[src/rtl/insmem_loader_pkg.sv]
// Shared types and constants for the instruction-memory loader.
// CHECK state exists only when INSMEM_LOADER_CHECKSUM_EN is defined.
package insmem_loader_pkg;

   typedef enum logic [2:0] {
      ST_IDLE  = 3'd0,
      ST_RECV  = 3'd1,
      ST_WRITE = 3'd2,
`ifdef INSMEM_LOADER_CHECKSUM_EN
      ST_CHECK = 3'd3,
`endif
      ST_DONE  = 3'd4
   } state_e;

   localparam logic [31:0] DEFAULT_HALT_WORD = 32'hFFFF_FFFF;

   // Highest word-aligned byte address for a given address width.
   function automatic logic [31:0] last_word_addr(input int unsigned addr_w);
      logic [31:0] all_ones;
      all_ones = (32'd1 << addr_w) - 32'd1;
      return all_ones & ~32'd3;
   endfunction

endpackage

[src/rtl/insmem_word_packer.sv]
// Little-endian byte-to-word packer: shift register plus 2-bit byte count.
module insmem_word_packer (
   input  logic        clk,
   input  logic        reset,
   input  logic        clear,
   input  logic        capture,
   input  logic [7:0]  byte_in,
   output logic [31:0] word,
   output logic        word_last
);

   logic [31:0] word_q, word_d;
   logic [1:0]  cnt_q, cnt_d;

   // Next word/count: new bytes enter at the top so byte 0 ends in [7:0].
   always_comb begin
      word_d = word_q;
      cnt_d  = cnt_q;
      if (clear) begin
         cnt_d = 2'd0;
      end else if (capture) begin
         word_d = {byte_in, word_q[31:8]};
         cnt_d  = cnt_q + 2'd1;
      end else begin
         cnt_d = cnt_q;
      end
   end

   // Packer state registers.
   always_ff @(posedge clk) begin
      if (reset) begin
         word_q <= 32'd0;
         cnt_q  <= 2'd0;
      end else begin
         word_q <= word_d;
         cnt_q  <= cnt_d;
      end
   end

   assign word      = word_q;
   assign word_last = capture & (cnt_q == 2'd3);

endmodule

[src/rtl/insmem_loader.sv]
// Serial program loader: packs bytes into words and writes them to instruction memory.
// Optional checksum byte after HALT when INSMEM_LOADER_CHECKSUM_EN is defined.
module insmem_loader
   import insmem_loader_pkg::*;
#(
   parameter int unsigned ADDR_W    = 8,
   parameter logic [31:0] HALT_WORD = DEFAULT_HALT_WORD
) (
   input  logic              clk,
   input  logic              reset,
   input  logic              start,
   input  logic [7:0]        rx_data,
   input  logic              rx_valid,
   output logic              write_en,
   output logic [31:0]       data,
   output logic [ADDR_W-1:0] addr_wr,
   output logic              busy,
   output logic              done,
   output logic              error
);

   localparam logic [31:0]       LAST_ADDR_32 = last_word_addr(ADDR_W);
   localparam logic [ADDR_W-1:0] LAST_ADDR    = LAST_ADDR_32[ADDR_W-1:0];

   state_e            state_q, state_d;
   logic [ADDR_W-1:0] addr_q, addr_d;
   logic              err_q, err_d;
   logic              drop_q, drop_d;
   logic              wen_q, wen_d;
   logic              busy_q, busy_d;
   logic              done_q, done_d;
`ifdef INSMEM_LOADER_CHECKSUM_EN
   logic [7:0]        csum_q, csum_d;
`endif

   logic        start_ok_s;
   logic        capture_s;
   logic        word_last_s;
   logic [31:0] word_s;

   assign start_ok_s = start & ((state_q == ST_IDLE) | (state_q == ST_DONE));
   assign capture_s  = rx_valid & (state_q == ST_RECV);

   insmem_word_packer u_packer (
      .clk       (clk),
      .reset     (reset),
      .clear     (start_ok_s),
      .capture   (capture_s),
      .byte_in   (rx_data),
      .word      (word_s),
      .word_last (word_last_s)
   );

   // State and status registers.
   always_ff @(posedge clk) begin
      if (reset) begin
         state_q <= ST_IDLE;
         addr_q  <= '0;
         err_q   <= 1'b0;
         drop_q  <= 1'b0;
         wen_q   <= 1'b0;
         busy_q  <= 1'b0;
         done_q  <= 1'b0;
`ifdef INSMEM_LOADER_CHECKSUM_EN
         csum_q  <= 8'd0;
`endif
      end else begin
         state_q <= state_d;
         addr_q  <= addr_d;
         err_q   <= err_d;
         drop_q  <= drop_d;
         wen_q   <= wen_d;
         busy_q  <= busy_d;
         done_q  <= done_d;
`ifdef INSMEM_LOADER_CHECKSUM_EN
         csum_q  <= csum_d;
`endif
      end
   end

   // Next-state, address and sticky-error logic.
   always_comb begin
      state_d = state_q;
      addr_d  = addr_q;
      err_d   = err_q;
      drop_d  = drop_q;
`ifdef INSMEM_LOADER_CHECKSUM_EN
      csum_d  = csum_q;
`endif
      case (state_q)
         ST_IDLE, ST_DONE: begin
            if (start) begin
               state_d = ST_RECV;
               addr_d  = '0;
               err_d   = 1'b0;
               drop_d  = 1'b0;
`ifdef INSMEM_LOADER_CHECKSUM_EN
               csum_d  = 8'd0;
`endif
            end else begin
               state_d = state_q;
            end
         end
         ST_RECV: begin
`ifdef INSMEM_LOADER_CHECKSUM_EN
            if (capture_s) begin
               csum_d = csum_q ^ rx_data;
            end else begin
               csum_d = csum_q;
            end
`endif
            if (word_last_s) begin
               state_d = ST_WRITE;
            end else begin
               state_d = ST_RECV;
            end
         end
         ST_WRITE: begin
            // A byte arriving during the write cycle cannot be stored.
            drop_d = drop_q | rx_valid;
            addr_d = addr_q + ADDR_W'(4);
            if (word_s == HALT_WORD) begin
`ifdef INSMEM_LOADER_CHECKSUM_EN
               state_d = ST_CHECK;
`else
               state_d = ST_DONE;
               err_d   = drop_q | rx_valid;
`endif
            end else if (addr_q == LAST_ADDR) begin
               state_d = ST_DONE;
               err_d   = 1'b1;
            end else begin
               state_d = ST_RECV;
            end
         end
`ifdef INSMEM_LOADER_CHECKSUM_EN
         ST_CHECK: begin
            if (rx_valid) begin
               state_d = ST_DONE;
               err_d   = drop_q | (rx_data != csum_q);
            end else begin
               state_d = ST_CHECK;
            end
         end
`endif
         default: begin
            state_d = ST_IDLE;
         end
      endcase
   end

   // Registered outputs decoded from the upcoming state.
   always_comb begin
      wen_d  = (state_d == ST_WRITE);
      done_d = (state_d == ST_DONE);
`ifdef INSMEM_LOADER_CHECKSUM_EN
      busy_d = (state_d == ST_RECV) | (state_d == ST_WRITE) | (state_d == ST_CHECK);
`else
      busy_d = (state_d == ST_RECV) | (state_d == ST_WRITE);
`endif
   end

   assign write_en = wen_q;
   assign data     = word_s;
   assign addr_wr  = addr_q;
   assign busy     = busy_q;
   assign done     = done_q;
   assign error    = err_q;

endmodule

[config.mk]
export PLATFORM = sky130hd
export DESIGN_NAME = insmem_loader
export DESIGN_NICKNAME = d
export VERILOG_FILES = /design/src/rtl/insmem_loader_pkg.sv /design/src/rtl/insmem_word_packer.sv /design/src/rtl/insmem_loader.sv
export SDC_FILE = /design/constraint.sdc
export NUM_CORES = 1
export LEC_CHECK = 0
export BUFFER_PORTS_ARGS = -buffer_cell sky130_fd_sc_hd__buf_4
export CORE_UTILIZATION = 52
export DETAILED_ROUTE_END_ITERATION = 7
export PLACE_DENSITY = 0.79
export SLEW_MARGIN = 5
export SYNTH_ARGS = -nofsm -noshare
export SYNTH_HDL_FRONTEND = slang
export SYNTH_HIERARCHICAL = 1
export SYNTH_SLANG_ARGS = --single-unit
export TNS_END_PERCENT = 1
[constraint.sdc]
create_clock -name clk -period 2.1 [get_ports clk]
set_input_delay 0.315 -clock clk [delete_from_list [all_inputs] [get_ports clk]]
set_output_delay 0.315 -clock clk [all_outputs]
set_load 0.01 [all_outputs]
==> results of run 1 <==
[worst reg2reg max path, cell delays in order, from the launching register on]
cell and delay (ns):
dfxtp_1 0.42, or3b_1 0.49, or4_1 0.53, a21oi_1 0.15
[layout make-up]
| class | count | share of cell area |
|---|---|---|
| well taps | 48 | 0.0231 |
| repair buffers | 57 | 0.165 |
| multi-input cells | 148 | 0.405 |
| flip-flops and latches | 48 | 0.370 |
| clock buffers | 8 | 0.0346 |
| inverters | 2 | 0.00289 |
[cell usage after synthesis, drive strengths merged]
| cell | count |
|---|---|
| a21o | 1 |
| o21ai | 10 |
| a2111oi | 1 |
| buf | 8 |
| conb | 1 |
| o21a | 2 |
| ha | 3 |
| nor4 | 2 |
| nand3 | 3 |
| clkbuf | 6 |
| a211oi | 3 |
| a21oi | 6 |
| nand2 | 2 |
| and2b | 1 |
| nor3 | 5 |
| or3b | 2 |
| xnor2 | 1 |
| and4bb | 1 |
| dfxtp | 48 |
| mux2i | 26 |
| nand2b | 34 |
| nor2 | 15 |
| clkinv | 1 |
| nor4b | 1 |
| nand4 | 8 |
| nand4bb | 8 |
| o311ai | 1 |
| and2 | 5 |
| nor3b | 2 |
| a22oi | 2 |
| inv | 1 |
| or4 | 1 |
[per-stage QoR]
step / hold slack (ns) / worst slack [ns]
5_1_grt: 0.299 / 0.301
4_1_cts: 0.291 / 0.431
6_report: 0.291 / 0.439
2_1_floorplan: 0.463 / 0.508
3_3_place_gp: 0.485 / 0.472
3_5_place_dp: 0.493 / 0.394
[per-layer routing]
metal / GRT usage / vias to the layer above
met5: 0 / -
met4: 0.0761 / 0
met3: 0.0500 / 4
met2: 0.333 / 43
met1: 0.315 / 802
li1: - / 852
[path summary, 6_finish.rpt]
check,from,endpoint,depth (start not counted)
setup / recovery,state_q[1],addr_wr[7],3
hold / removal,rx_data[0],u_packer/word[24],3
setup reg to reg,state_q[1],addr_wr[7],3
hold reg to reg,u_packer/word[6],u_packer/word[6],2
[where the power goes]
group / internal [uW] / switching (uW)
Sequential: 923 / 11.2
Clock: 269 / 282
Combinational: 71.7 / 70.4
Total: 1260 / 363
[flip-flops by register name, indices dropped and copies added, names as in the netlist]
register,flops
done,1
addr_wr,6
busy,1
u_packer/cnt_q,2
u_packer/word,32
state_q,3
drop_q,1
write_en,1
error,1
[cells by family (layout without fill, tap and decap cells)]
logic type      Yosys count  after routing  synth area share
compound gates           26             26            0.0745
xor+xnor                  1              1           0.00414
fa+ha+maj                 3              3            0.0177
buf+inv                  16             67            0.0502
flops                    48             48             0.454
mux                      26             26             0.123
other cells               1              2           0.00177
simple gates             90             90             0.275
==> results.sh, run 1 <==
export IMPL_die_area_um2=4330
export IMPL_drtAntennaViolNets=0
export IMPL_maxUsedRoutingLayer="met4"
export IMPL_layout_commonest_cell="buf_4"
export IMPL_syn_to_final_growth_pct=22.8
export IMPL_syn_inst=211
export IMPL_cpPeakStageDelay_ns=0.53
export IMPL_seqCellArea_um2=961
export IMPL_diodes=0
export IMPL_multi_input_area_um2=1050
export IMPL_grt_pass1_wl_mm=7.37
export IMPL_synth_top_area_frac=0.454
export IMPL_maxCapViolCount=0
export IMPL_drive_above_1_share=0.255
export IMPL_fin_skew_ns=0.00337
export IMPL_hold_buffers=0
export IMPL_power_uw=1630
export IMPL_clock_sinks=48
export IMPL_ios=56
export IMPL_synth_avg_cell_area_um2=10.0
export IMPL_finalSetupTns_ns=0
export IMPL_crit_buf_inv=0
export IMPL_vias=1701
export IMPL_cts_made_buffers=5
export IMPL_grt_pass1_vias=1574
export IMPL_rsz0062_at_grt="no"
export IMPL_reg2reg_slack_ns=0.44
export IMPL_wl_per_cell_um=14.5
export IMPL_maxSlewHeadroom=0.601
export IMPL_synth_top_area_cell="dfxtp_1"
export IMPL_post_cts_setup_buffers=0
export IMPL_cts_clk_slew_worst_paths_ns=0.08
export IMPL_track_usage=0.223
export IMPL_cts_tree="yes"
export IMPL_dpl_hpwl_mm=3.24
export IMPL_gp_congestion=0.762
export IMPL_required_ns=2.32
export IMPL_period_share=0.791
export IMPL_route_met3_wl_um=199
export IMPL_die_x_um=65.8
export IMPL_slew_violations=0
export IMPL_cp_top_family="simple AND/OR/NAND/NOR gates"
export IMPL_irDropWorstVdd_uv=501
export IMPL_viasPerCell=5.47
export IMPL_grt_ovfl_total=0
export IMPL_worstPathCellList="or3b_1 -> or4_1 -> a21oi_1"
export IMPL_fillCellCount=315
export IMPL_final_min_clock_period_ns=1.66
export IMPL_crit_path_end_kind="register"
export IMPL_worstSetupPathType="register to register"
export IMPL_yosysSeqAreaShare=0.454
export IMPL_finalHoldViolations=0
export IMPL_cts_max_path_buffers=2
export IMPL_first_pass_iters=4
export IMPL_ys_warnings_count=6
export IMPL_worst_slew_pin_transition_ns=0.590
export IMPL_finalNonFillerCells=311
export IMPL_p_leak_uw=0.00108
export IMPL_die_h_um=65.8
export IMPL_htree_num_levels=2
export IMPL_start_util=0.561
export IMPL_io_buffers=53
export IMPL_hp_class="primary input to register"
export IMPL_core_um2=3770
export IMPL_dp_cells=303
export IMPL_fmax_mhz=602
export IMPL_fin_area_um2=2600
export IMPL_critPathArrivalTime_ns=1.88
export IMPL_cp_start_kind="register"
export IMPL_layout_common_cells="57 x buf_4, 48 x dfxtp_1, 34 x nand2b_1, 26 x mux2i_1, 15 x nor2_1"
export IMPL_synth_cell_type_count=38
export IMPL_routed_wl_mm=4.51
export IMPL_finalSetupViolCount=0
export IMPL_grt_max_degree=55
export IMPL_powerDensity_nw_per_um2=626
export IMPL_synthTopCellsByArea="dfxtp_1 45%, mux2i_1 12%, nand2b_1 10%"
export IMPL_rows=22
export IMPL_utilization=0.689
export IMPL_cts_repair_resized=0
export IMPL_cp_slowest_cell="or4_1"
export IMPL_placed_area_um2=2510
export IMPL_ys_ff_latch=48
export IMPL_root_buffer="clkbuf_8"
export IMPL_clk_insertion_delay_late_ns=0.29
export IMPL_wl_met2_mm=2.06
export IMPL_path_max_fanout=7
export IMPL_syn_cell_area_um2=2120
export IMPL_route_detailed_drc=0
export IMPL_drt_initial_drc_count=135
export IMPL_antenna_found_initial=0
export IMPL_layout_nets=277
export IMPL_drt_met1_wl_mm=2.22
export IMPL_status="complete, no violations"
Power figures use the tool's default switching activity.
==> run 2, diff against run 1 <==
Clock period 2.1 ns to 1.6 ns, I/O delays scaled along.
==> run 2 against run 1 <==
Effect of this change:
- die area unchanged
- register-to-register slack lost 0.35 ns
- core utilization increased by 1.3 points
- maximum frequency up 9.8%
- combinational power increased by 36%
- hold slack got worse by 0.093 ns
- sequential share of layout area fell by 0.62 points
- critical path type unchanged
- largest cell class unchanged
- largest power group unchanged
==> results.sh, run 2 (synthesis gave the netlist of run 1 again) <==
export IMPL_status="complete, no violations"
export IMPL_largest_register_ffs=32
export IMPL_fin_area_um2=2650
export IMPL_hp_class="primary input to register"
export IMPL_layout_nets=281
export IMPL_hold_buffers=0
export IMPL_maxCapViolCount=0
export IMPL_slew_violations=0
export IMPL_critPathArrivalTime_ns=1.73
export IMPL_cts_clk_slew_worst_paths_ns=0.08
export IMPL_htree_num_levels=2
export IMPL_grt_pass1_wl_mm=7.45
export IMPL_die_area_um2=4330
export IMPL_irDropWorstVdd_uv=584
export IMPL_required_ns=1.82
export IMPL_powerDensity_nw_per_um2=808
export IMPL_grt_pass1_vias=1539
export IMPL_p_leak_uw=0.00111
export IMPL_p_switching_uw=474
export IMPL_whs_ns=0.198
export IMPL_rows=22
export IMPL_hold_start="rx_valid"
export IMPL_worstPathCellList="or3b_4 -> clkinv_1 -> and2b_4 -> mux2i_1"
export IMPL_comb_power_share=0.090
export IMPL_finalSetupViolCount=0
export IMPL_placed_area_um2=2550
export IMPL_swShare=0.222
export IMPL_root_buffer="clkbuf_8"
export IMPL_io_buffers=53
export IMPL_crit_path_end_kind="register"
export IMPL_viasPerCell=5.46
export IMPL_reg2reg_slack_ns=0.09
export IMPL_routed_wl_mm=4.48
export IMPL_maxSlewHeadroom=0.599
export IMPL_fmax_mhz=661
export IMPL_dp_cells=307
export IMPL_vias=1720
export IMPL_crit_path_start="state_q[0]"
export IMPL_route_detailed_drc=0
export IMPL_pwr_share_clk=0.337
export IMPL_final_min_clock_period_ns=1.51
export IMPL_grt_max_degree=33
export IMPL_path_max_fanout=21
export IMPL_first_pass_iters=4
export IMPL_diodes=0
export IMPL_worstSetupPathType="register to register"
export IMPL_finalNonFillerCells=315
export IMPL_drtAntennaViolNets=0
export IMPL_grt_ovfl_total=0
export IMPL_syn_to_final_growth_pct=25.1
export IMPL_start_util=0.561
export IMPL_r2r_start="state_q[0]"
export IMPL_die_h_um=65.8
export IMPL_wl_per_cell_um=14.2
export IMPL_worst_slew_pin_transition_ns=0.593
export IMPL_crit_reg2reg_capture="u_packer/word[22]"
export IMPL_drt_initial_drc_count=111
export IMPL_ff2ff_path_depth=4
export IMPL_layout_common_cells="60 x buf_4, 47 x dfxtp_1, 34 x nand2b_1, 26 x mux2i_1, 15 x nor2_1"
export IMPL_p_int_uw=1660
export IMPL_gp_congestion=0.824
export IMPL_cp_start_kind="register"
export IMPL_p_seq_frac=0.573
export IMPL_clk_insertion_delay_late_ns=0.29
export IMPL_clock_sinks=48
export IMPL_cp_slowest_cell="and2b_4"
export IMPL_layout_commonest_cell="buf_4"
export IMPL_cts_tree="yes"
export IMPL_antenna_found_initial=0
export IMPL_cts_made_buffers=5
export IMPL_power_uw=2140
export IMPL_finalHoldViolations=0
export IMPL_cpPeakStageDelay_ns=0.48
export IMPL_cts_max_path_buffers=2
export IMPL_core_um2=3770
export IMPL_ios=56
export IMPL_drive_above_1_share=0.273
export IMPL_track_usage=0.230
export IMPL_fin_skew_ns=0.00206
export IMPL_fillCellCount=291
export IMPL_dpl_hpwl_mm=3.38
export IMPL_die_x_um=65.8
export IMPL_rsz0062_at_grt="no"
export IMPL_period_share=0.946
export IMPL_cp_endpoint="u_packer/word[22]"
export IMPL_finalSetupTns_ns=0
run 2: cell count changes in the layout (fill, tap and decap cells not counted), sizes merged:
cell and change:
buf +4
run 2: worst min-delay path by stage:
stage,to,slack [ns],cells after the start
after floorplan,drop_q,0.39,2
after global placement,u_packer/word[4],0.48,2
after detailed placement,u_packer/word[6],0.49,2
after CTS,drop_q,0.19,3
after global routing,drop_q,0.19,3
final,drop_q,0.20,3
run 2: metrics by stage:
step | utilization | worst slack [ns]
detailed placement | 0.677 | 0.0419
global placement | 0.677 | 0.124
floorplan | - | 0.00770
global route | 0.702 | 0.00126
finish | 0.702 | 0.0865
CTS | 0.701 | 0.0141
run 2: layer usage:
layer | vias up | global-route usage | wire [um]
met5 | - | 0 | 0
met4 | 0 | 0.0734 | 54
met3 | 5 | 0.0569 | 238
met2 | 58 | 0.352 | 2050
met1 | 801 | 0.316 | 2130
li1 | 856 | - | -
run 2: final cells by class:
type	instances	area [um2]	share of cell area
Tap cell	48	60.1	0.0227
Inverter	2	7.51	0.00284
Clock buffer	8	90.1	0.0340
Multi-Input combinational cell	148	1060	0.399
Timing Repair Buffer	61	470	0.178
Sequential cell	48	962	0.363
run 2: timing repair:
action / in CTS / in global routing
setup endpoints to repair: 0 / 26
buffers inserted: 0 / 0
resized for setup: 0 / 3
run 2: critical path: cells and delay by family (launching register included):
family	cells	cell delay, ns
flip-flops	1	0.42
buffers and inverters	1	0.11
multiplexers	1	0.24
AND/OR/NAND/NOR	2	0.67
run 2: power groups by stage:
| stage | Clock [uW] | Combinational [uW] | Sequential, uW |
|---|---|---|---|
| 3_5_place_dp | 0 | 192 | 1250 |
| 3_3_place_gp | 0 | 189 | 1250 |
| 5_1_grt | 799 | 207 | 1230 |
| 6_report | 720 | 193 | 1230 |
| 4_1_cts | 742 | 192 | 1230 |
| 2_1_floorplan | 0 | 127 | 1260 |
==> run 3, diff against run 2 <==
Settings changed: CORE_UTILIZATION 52 to 54, CTS_BUF_LIST set to sky130_fd_sc_hd__clkbuf_4, PLACE_DENSITY 0.79 to 0.82.
==> run 3 against run 2 <==
Effect of this change:
- clock skew increased by 0.014 ns
- register-to-register slack got worse by 0.04 ns
- first-iteration DRC count grew 33%
- clock power decreased by 0.7%
- via count is 0.12% lower
- wire length increased by 3.5%
- global-route usage increased by 0.95 points
- sequential share of layout area fell by 0.31 points
- die area down 3.6%
- core utilization is 1.7 points higher
- flip-flop and latch count unchanged
- hold slack worse by 0.080 ns
==> results.sh, run 3 (synthesis gave the netlist of run 1 again) <==
export IMPL_grt_ovfl_total=0
export IMPL_antenna_found_initial=0
export IMPL_io_buffers=53
export IMPL_route_detailed_drc=0
export IMPL_finalSetupTns_ns=0
export IMPL_track_usage=0.240
export IMPL_cts_clk_slew_worst_paths_ns=0.15
export IMPL_die_area_um2=4180
export IMPL_first_pass_iters=4
export IMPL_hold_depth=3
export IMPL_dpl_hpwl_mm=3.23
export IMPL_layout_common_cells="60 x buf_4, 46 x dfxtp_1, 34 x nand2b_1, 26 x mux2i_1, 14 x nor2_1"
export IMPL_cp_start_kind="register"
export IMPL_drt_initial_drc_count=148
export IMPL_worst_slew_pin_transition_ns=0.611
export IMPL_clock_sinks=48
export IMPL_maxSlewHeadroom=0.587
export IMPL_final_min_clock_period_ns=1.55
export IMPL_hp_class="primary input to register"
export IMPL_grt_pass1_vias=1532
export IMPL_path_max_fanout=3
export IMPL_fin_skew_ns=0.0156
export IMPL_hold_buffers=0
export IMPL_crit_path_end_kind="register"
export IMPL_placed_area_um2=2550
export IMPL_irDropWorstVdd_uv=568
export IMPL_reg2reg_slack_ns=0.05
export IMPL_wl_per_cell_um=14.6
export IMPL_rsz0062_at_grt="yes"
export IMPL_cts_max_path_buffers=2
export IMPL_grt_pass1_wl_mm=7.49
export IMPL_cts_tree="yes"
export IMPL_finalHoldViolations=0
export IMPL_layout_nets=283
export IMPL_finalSetupViolCount=0
export IMPL_cts_made_buffers=5
export IMPL_syn_to_final_growth_pct=26.3
export IMPL_critPathArrivalTime_ns=1.80
export IMPL_start_util=0.570
export IMPL_routed_wl_mm=4.63
export IMPL_fmax_mhz=645
export IMPL_clk_insertion_delay_late_ns=0.37
export IMPL_root_buffer="clkbuf_4"
export IMPL_ff2ff_path_depth=5
export IMPL_maxCapViolCount=0
export IMPL_slew_violations=0
export IMPL_powerDensity_nw_per_um2=803
export IMPL_vias=1718
export IMPL_drive_above_1_share=0.301
export IMPL_p_leak_uw=0.00112
export IMPL_grt_max_degree=43
export IMPL_timing_final_ws_setup_ns=0.0487
export IMPL_layout_commonest_cell="buf_4"
export IMPL_rows=22
export IMPL_pre_cts_ws_ns=0.0427
export IMPL_core_um2=3720
export IMPL_die_x_um=64.6
export IMPL_largest_register_ffs=32
export IMPL_diodes=0
export IMPL_status="complete, no violations"
export IMPL_gp_congestion=0.758
export IMPL_die_h_um=64.6
export IMPL_post_cts_setup_buffers=0
export IMPL_worstSetupPathType="register to register"
export IMPL_ios=56
export IMPL_htree_num_levels=2
export IMPL_fin_area_um2=2670
export IMPL_required_ns=1.85
export IMPL_viasPerCell=5.42
export IMPL_period_share=0.970
export IMPL_drtAntennaViolNets=0
-- run 3: changes by cell type in the layout (fill, tap and decap cells not counted), moves of 2 or more --
| cell | change |
|---|---|
| clkbuf_1 | -2 |
| clkbuf_8 | -6 |
| nor4_2 | +2 |
| clkbuf_4 | +5 |
| nor4_1 | -2 |
-- run 3: stage by stage --
stage / hold WS (ns) / utilization / total power (uW) / instances
final: 0.118 / 0.720 / 2150 / 317
after global routing: 0.110 / 0.720 / 2240 / 317
after CTS: 0.107 / 0.710 / 2140 / 315
after detailed placement: 0.491 / 0.687 / 1450 / 307
after global placement: 0.482 / 0.687 / 1440 / 307
after floorplan: 0.388 / - / 1380 / 212
-- run 3: worst max-delay path, cell delays in order (launching register included) --
cell and delay, ns:
dfxtp_1 0.40, nand4_1 0.14, nor4_2 0.31, buf_4 0.17, a211oi_1 0.06, a2111oi_0 0.36
-- run 3: final timing paths --
kind | startpoint | to
worst max-delay path | u_packer/word[1] | error
worst min-delay path | rx_valid | drop_q
worst max register to register | u_packer/word[1] | error
worst min register to register | u_packer/word[0] | u_packer/word[0]
-- run 3: per-layer routing --
metal / GRT usage / vias to the layer above / wire [um]
li1: - / 863 / -
met1: 0.327 / 804 / 2210
met2: 0.362 / 43 / 2180
met3: 0.0599 / 8 / 168
met4: 0.0944 / 0 / 75
met5: 0 / - / 0
-- run 3: cell type report --
class	count	area [um2]
Clock inverter	3	42.5
Inverter	2	7.51
Clock buffer	5	37.5
Sequential cell	48	963
Fill cell	299	1040
Multi-Input combinational cell	150	1090
Tap cell	48	60.1
Timing Repair Buffer	61	470
-- run 3: report_power, final --
| group | internal (uW) | switching (uW) |
|---|---|---|
| registers | 1210 | 15.2 |
| logic | 106 | 99.4 |
| clock network | 326 | 389 |
| total | 1640 | 503 |
-- run 3: repair_timing --
| action | in CTS | in global routing |
|---|---|---|
| resized for setup | 1 | 8 |
| setup endpoints to repair | 1 | 28 |
| gates cloned | 0 | 2 |
